--- config.mk ---
export PLATFORM = sky130hd
export DESIGN_NAME = dds_multi_nco
export DESIGN_NICKNAME = d
export VERILOG_FILES = /design/src/rtl/dds_pkg.sv /design/src/rtl/dds_wave_ram.sv /design/src/rtl/dds_multi_nco.sv
export SDC_FILE = /design/constraint.sdc
export NUM_CORES = 1
export LEC_CHECK = 0
export CAP_MARGIN = 20
export CORE_MARGIN = 4
export CORE_UTILIZATION = 60
export CTS_BUF_LIST = sky130_fd_sc_hd__clkbuf_8
export DETAILED_ROUTE_END_ITERATION = 8
export GPL_ROUTABILITY_DRIVEN = 1
export PLACE_DENSITY = 0.8
export SLEW_MARGIN = 20
export SYNTH_ARGS = -nofsm -noshare
export SYNTH_HDL_FRONTEND = slang
export SYNTH_HIERARCHICAL = 1
export SYNTH_SLANG_ARGS = --single-unit
--- constraint.sdc ---
create_clock -name clk -period 5 [get_ports clk]
set_input_delay 1.25 -clock clk [delete_from_list [all_inputs] [get_ports clk]]
set_output_delay 1.25 -clock clk [all_outputs]
set_load 0.005 [all_outputs]
--- src/rtl/dds_pkg.sv ---
// rtl/dds_pkg.sv - shared constants, quadrant encoding and clog2 helper for the multi-channel NCO
package dds_pkg;

  localparam int CH_TAG_W = 3;

  // Quadrant bits of the top two phase bits in quarter-wave mode
  localparam int QUAD_MIRROR_BIT = 0;
  localparam int QUAD_NEG_BIT    = 1;

  function automatic int clog2(input int value);
    int r;
    r = 0;
    for (int i = 0; i < 31; i++) begin
      if ((1 << i) < value) r = i + 1;
    end
    return r;
  endfunction

endpackage

--- src/rtl/dds_wave_ram.sv ---
// rtl/dds_wave_ram.sv - DEPTH x WW waveform RAM, one write port, registered read-before-write read port
module dds_wave_ram
  import dds_pkg::*;
#(
  parameter int DEPTH = 16,
  parameter int WW    = 6
) (
  input  logic                    clk,
  input  logic                    rst_n,
  input  logic                    we,
  input  logic [clog2(DEPTH)-1:0] wa,
  input  logic [WW-1:0]           wd,
  input  logic                    re,
  input  logic [clog2(DEPTH)-1:0] ra,
  output logic [WW-1:0]           rd
);

  logic [WW-1:0] mem [DEPTH];

  // Non-blocking update gives the old word on a same-address read/write
  always_ff @(posedge clk) begin
    if (!rst_n) begin
      for (int i = 0; i < DEPTH; i++) mem[i] <= '0;
      rd <= '0;
    end else begin
      if (we) mem[wa] <= wd;
      if (re) rd <= mem[ra];
    end
  end

endmodule

--- src/rtl/dds_multi_nco.sv ---
// rtl/dds_multi_nco.sv - round-robin multi-channel NCO over a shared waveform RAM (option: DDS_MULTI_NCO_QUARTER_WAVE_EN)
module dds_multi_nco
  import dds_pkg::*;
#(
  parameter int CHANNELS = 4,
  parameter int WW       = 6,
  parameter int DEPTH    = 16,
  parameter int PW       = 12
) (
  input  logic                    clk,
  input  logic                    rst_n,
  input  logic                    en,
  input  logic                    sync,
  input  logic                    lut_we,
  input  logic [clog2(DEPTH)-1:0] lut_wa,
  input  logic [WW-1:0]           lut_wd,
  input  logic                    ftw_we,
  input  logic [CH_TAG_W-1:0]     ftw_ch,
  input  logic [PW-1:0]           ftw_data,
  output logic [WW-1:0]           out_data,
  output logic [CH_TAG_W-1:0]     out_ch,
  output logic                    out_valid
);

  localparam int AW = clog2(DEPTH);
`ifdef DDS_MULTI_NCO_QUARTER_WAVE_EN
  localparam int TOPW = AW + 2;
`else
  localparam int TOPW = AW;
`endif

  typedef logic [PW-1:0] phase_t;
  typedef logic [WW-1:0] sample_t;

  phase_t              phase [CHANNELS];
  phase_t              ftw   [CHANNELS];
  logic [CH_TAG_W-1:0] sch;
  logic [TOPW-1:0]     cur_top;
  logic [AW-1:0]       rd_addr;
  logic                rd_en;
  sample_t             rd_word;

  assign rd_en = en & ~sync;

  always_comb begin
    cur_top = '0;
    for (int i = 0; i < CHANNELS; i++) begin
      if (sch == CH_TAG_W'(i)) cur_top = phase[i][PW-1 -: TOPW];
    end
  end

`ifdef DDS_MULTI_NCO_QUARTER_WAVE_EN
  logic [1:0]    quad;
  logic [AW-1:0] idx;
  assign quad    = cur_top[AW+1:AW];
  assign idx     = cur_top[AW-1:0];
  assign rd_addr = quad[QUAD_MIRROR_BIT] ? ~idx : idx;
`else
  assign rd_addr = cur_top;
`endif

  dds_wave_ram #(.DEPTH(DEPTH), .WW(WW)) u_ram (
    .clk   (clk),
    .rst_n (rst_n),
    .we    (lut_we),
    .wa    (lut_wa),
    .wd    (lut_wd),
    .re    (rd_en),
    .ra    (rd_addr),
    .rd    (rd_word)
  );

  always_ff @(posedge clk) begin
    if (!rst_n) begin
      for (int i = 0; i < CHANNELS; i++) begin
        phase[i] <= '0;
        ftw[i]   <= '0;
      end
      sch       <= '0;
      out_ch    <= '0;
      out_valid <= 1'b0;
    end else begin
      out_valid <= rd_en;
      if (sync) begin
        for (int i = 0; i < CHANNELS; i++) phase[i] <= '0;
        sch <= '0;
      end else if (en) begin
        for (int i = 0; i < CHANNELS; i++) begin
          if (sch == CH_TAG_W'(i)) phase[i] <= phase[i] + ftw[i];
        end
        sch    <= (sch == CH_TAG_W'(CHANNELS - 1)) ? '0 : sch + 1'b1;
        out_ch <= sch;
      end
      // Out-of-range channels match no index; same-cycle accumulate sees the old word
      if (ftw_we) begin
        for (int i = 0; i < CHANNELS; i++) begin
          if (ftw_ch == CH_TAG_W'(i)) ftw[i] <= ftw_data;
        end
      end
    end
  end

`ifdef DDS_MULTI_NCO_QUARTER_WAVE_EN
  localparam sample_t HALF = sample_t'(1 << (WW - 1));
  logic neg;
  logic primed;

  // Sign flag travels with the RAM read; primed keeps out_data at 0 until the first read
  always_ff @(posedge clk) begin
    if (!rst_n) begin
      neg    <= 1'b0;
      primed <= 1'b0;
    end else if (rd_en) begin
      neg    <= quad[QUAD_NEG_BIT];
      primed <= 1'b1;
    end
  end

  assign out_data = !primed ? '0 : (neg ? (HALF - 1'b1 - rd_word) : (HALF + rd_word));
`else
  assign out_data = rd_word;
`endif

endmodule

# [Word level (Yosys, flattened, before mapping)]
# Memory sizes are Yosys's and may differ from the RTL's. A register that Yosys moved wholly into a read port is not among the register bits.
# Cells that the tools add are included.
[word_totals] regBits=7 mem_bits_rw=192 in_bits=31 output_inout_bits=10 elab_cells=101 mem_count=3
[mem_list] memory="u_ram.mem" words=16 width=6 read_ports=1 rd_ports_with_merged_regs=1 wr=16 line="dds_wave_ram.sv:18" text="logic [WW-1:0] mem [DEPTH];"
[mem_list] memory="ftw" words=4 width=12 read_ports=4 rd_ports_with_merged_regs=0 wr=4 line="dds_multi_nco.sv:36" text="phase_t ftw [CHANNELS];"
[mem_list] memory="phase" words=4 width=12 read_ports=4 rd_ports_with_merged_regs=0 wr=4 line="dds_multi_nco.sv:35" text="phase_t phase [CHANNELS];"
[op_classes] add_sub_neg=5 eq_ne=6 muxes=63 n_bitwise=15 n_reduce_logical=6
[op_table] cell="12-bit 2-to-1 mux" n=12
[op_table] cell="12-bit adder" n=4
[op_table] cell="1-bit 2-to-1 mux" n=44
[op_table] cell="4-bit 2-to-1 mux" n=5
[op_table] cell="3-bit by 2-bit equality test with 1-bit output, second input constant" n=4
[op_table] cell="1-bit bitwise OR" n=12
[op_table] cell="3-bit by 1-bit equality test with 1-bit output, second input constant" n=2
[op_table] cell="3-bit logical NOT" n=2
[op_table] cell="6-bit 2-to-1 mux" n=1
[op_table] cell="6-bit OR reduction" n=1
[op_table] cell="3-bit by 1-bit adder with 3-bit output, second input constant" n=1
[op_table] cell="3-bit 2-to-1 mux" n=1
[op_table] cell="1-bit NOT" n=2
[op_table] cell="2-bit AND reduction" n=1
[op_table] cell="2-bit OR reduction" n=1
[op_table] cell="1-bit bitwise AND" n=1
[op_table] cell="1-bit logical NOT" n=1

# [Depth between registers and ports, before layout]
[logic_depth] ltp_word=7 depth_mapped=15 mapped_depth_nobuf=11

# [Hierarchy]
# Netlist, hierarchy kept.
[modules_own_cells] module="dds_multi_nco" instances=1 cells_per_inst=577 area_per_inst_um2=6059.6 seq_area_each_um2=2902.8
[modules_own_cells] module="dds_wave_ram" instances=1 cells_per_inst=373 area_per_inst_um2=4769.6 seq_area_each_um2=3002.9

# [Worst setup path after synthesis]
# OpenSTA, ideal clock, no wires.
[synth_path] path_kind="input port to flip-flop" start="in ftw_ch[0]" end="mem ftw[0][0] in the netlist's numbering (enable)" setup_ns=0.401 arrival_time_ns=2.413 required_ns=4.599 path_slack_ns=2.187 cell_stages=2 n_path_buf=0 path_cell_list="nand2b_1 -> o31ai_1"
[synth_lines] item="from (decl)" line="dds_multi_nco.sv:18" text="input logic [CH_TAG_W-1:0] ftw_ch,"
[synth_lines] item="to (decl)" line="dds_multi_nco.sv:36"

==> metrics <==
outcome=complete, no violations; worst-margin pin slew=956 ps; Netlist cell types=56; Peak VDD IR=0.000241 V; CP cell instances=clkdlybuf4s50_1 > nand4b_1 > nor3_1 > nand2b_1; Inst Count DP=1188; syn nets=1033; die width=142 um; Clock Latency Late Sink=510 ps; WL/cell=18.9 um; Hold WC Path Type=reg -> reg; FP Rows=48; sequential fraction of the synthesis area=0.545; drt via density=5.90; largest net degree at the start of global routing=26; share of the synthesized area in the top cell type=0.499; clock sink count=205; vias in the first global route=7089; PortBufs=40; total power=3.82 mW; # hold bufs at CTS=0; Levels on crit path=4; Synth area leaders=edfxtp_1 50%, and2_1 8.7%, ha_1 5.5%; Final Max Tran Viols=0; grt total ovfl=0; Die Span Y=142 um; largest area contributor in the netlist=edfxtp_1; Maximum Capacitance Violations=0; clock-pin slew on the worst setup and hold paths=60 ps; GRT Overall Usage=0.237; YS warnings=6; DR vias=7384; Async SR Flop Fraction=0; CP Max Fanout=20; Final #Nets=1083; Setup-failing EPs final=0; Detailed Route WL=23.6 mm; Cells after Synth=950; Finished Layout Cells=1251; setup TNS=0 ps; Iteration-0 DRC Markers=595; area growth from synthesis to layout=11.4%; DP Worst Slack=968 ps; crit end category=flop; Final min period=3610 ps; worst r2r path cells=12; share of cells above drive strength 1=0.0663; DIE AREA=0.0203 mm2; CTS tree=built; Clock Tree Root=clkbuf_8; antenna violations before repair=1; f_max=277 MHz; Setup WS post-layout=1390 ps; # H-tree levels=2; Setup Crit Path Kind=in -> reg; CP Data Arrival Time=3780 ps; Antenna diodes=0; worst path bufs/invs=1; Yosys reg bits=205; hold depth=2; Final Skew=14.5 ps; Bufs on Longest Clock Path=3; Main synth FF type=edfxtp_1; number of I/O pins=41; ANT nets after route=0; cts bufs inserted=35; slew margin rel.=0.361; final core utilization=0.690; DPL Wire Length=16.8 mm; RSZ-0062 raised after global routing=false; period utilization=0.721; Synth Area per Inst=11.4 um2; Worst Setup Start Kind=primary input; leak pwr=4.58 nW; 1st-pass router iterations=5; slowest stage delay, CP=1000 ps; Post-CTS Setup Inserts=0; DRC Markers=0; Netlist Area Pre-Place=0.0108 mm2; global-route wire length before repair=37.3 mm; post-CTS sizing=0; Worst EP required=5180 ps; delay-heaviest family, CP=simple AND/OR/NAND/NOR gates; Initial Utilization=0.620; EDFF count, synth=180; RD Place Congestion=0.836; Core ar.=0.0175 mm2; Power Density=317 mW/mm2; Max stage delay cell, worst path=clkdlybuf4s50_1; endpoints failing hold=0
cell type report:
type	instances	area, um2
tap	225	282
timing repair buffer	50	488
fill	1282	5410
sequential	205	5910
clock inverter	23	91.3
multi-input combinational	695	4700
inverter	13	48.8
clock buffer	40	551
placed cells by master (no fill, tap or decap), types with 5 or more instances in the layout:
cell type          n
edfxtp_1         180
and2_1           150
nand2_1           64
mux2i_1           57
nor2_1            49
a21oi_1           48
ha_1              48
clkbuf_8          40
clkdlybuf4s50_1   40
o21ai_0           38
nand3_1           37
inv_1             25
dfxtp_1           25
nor3_1            22
nor2b_1           15
nand2b_1          14
nand4_1           13
o21a_1            12
and3_1            12
xnor2_1           12
a22oi_1           12
a21o_1            11
xor2_1             9
buf_4              9
a211oi_1           8
clkinv_1           7
o211ai_1           5
nor3b_1            5
synth_stat cells (all sizes together) (14+ instances only):
master and number:
a21oi 48, and2 150, clkbuf 25, dfxtp 25, edfxtp 180, ha 48, mux2i 57, nand2 65
nand2b 14, nand3 37, nor2 53, nor2b 15, nor3 23, o21ai 39
flip-flops by register name (all words and copies together) (netlist names):
register,cells
ftw,48
out_ch,3
out_valid,1
phase,48
sch,3
u_ram/mem,96
u_ram/rd,6
per-layer routing:
metal / global-route usage / up-vias / share of wire
li1: - / 3575 / -
met1: 0.356 / 3520 / 0.46
met2: 0.360 / 253 / 0.45
met3: 0.0427 / 36 / 0.071
met4: 0.0630 / 0 / 0.018
met5: 0 / - / 0
worst reg2reg max path, delay by kind of cell, from the launching register on:
family / cells / cell delay, ps
and+or+nand+nor: 4 / 1230
muxes: 2 / 440
DFF: 1 / 420
buffers and inverters: 2 / 390
AOI/OAI and AO/OA: 3 / 350
adders and majority gates: 1 / 310
power breakdown:
| group | internal [mW] | leakage (nW) | switching, mW |
|---|---|---|---|
| logic | 0.180 | 2.22 | 0.268 |
| registers | 1.96 | 1.98 | 0.0424 |
| clock network | 0.729 | 0.378 | 0.647 |
| total | 2.87 | 4.58 | 0.957 |
path summary, 6_finish.rpt:
check                   start               to  slack (ps)
hold reg to reg   u_ram/rd[2]      u_ram/rd[2]         460
setup / recovery        rst_n  u_ram/mem[8][0]        1390
setup reg to reg       sch[1]      u_ram/rd[1]        1770
hold / removal    u_ram/rd[2]      u_ram/rd[2]         460
logic make-up (layout without fill, tap and decap cells):
group,after synthesis,after routing,share of synthesized area
adders and majority gates,52,52,0.0629
muxes,59,59,0.0548
AOI/OAI and AO/OA,154,154,0.0884
and+or+nand+nor,409,409,0.209
buffers and inverters,50,126,0.0229
xor gates and xnor gates,21,21,0.0170
DFF,205,205,0.545
through the flow:
step | area [um2] | hold slack (ps)
after global placement | 11400 | 444
after floorplan | 10800 | 433
after detailed placement | 11400 | 444
after CTS | 12100 | 462
after global routing | 12100 | 489
final | 12100 | 459
(Power assumes the default switching activity.)
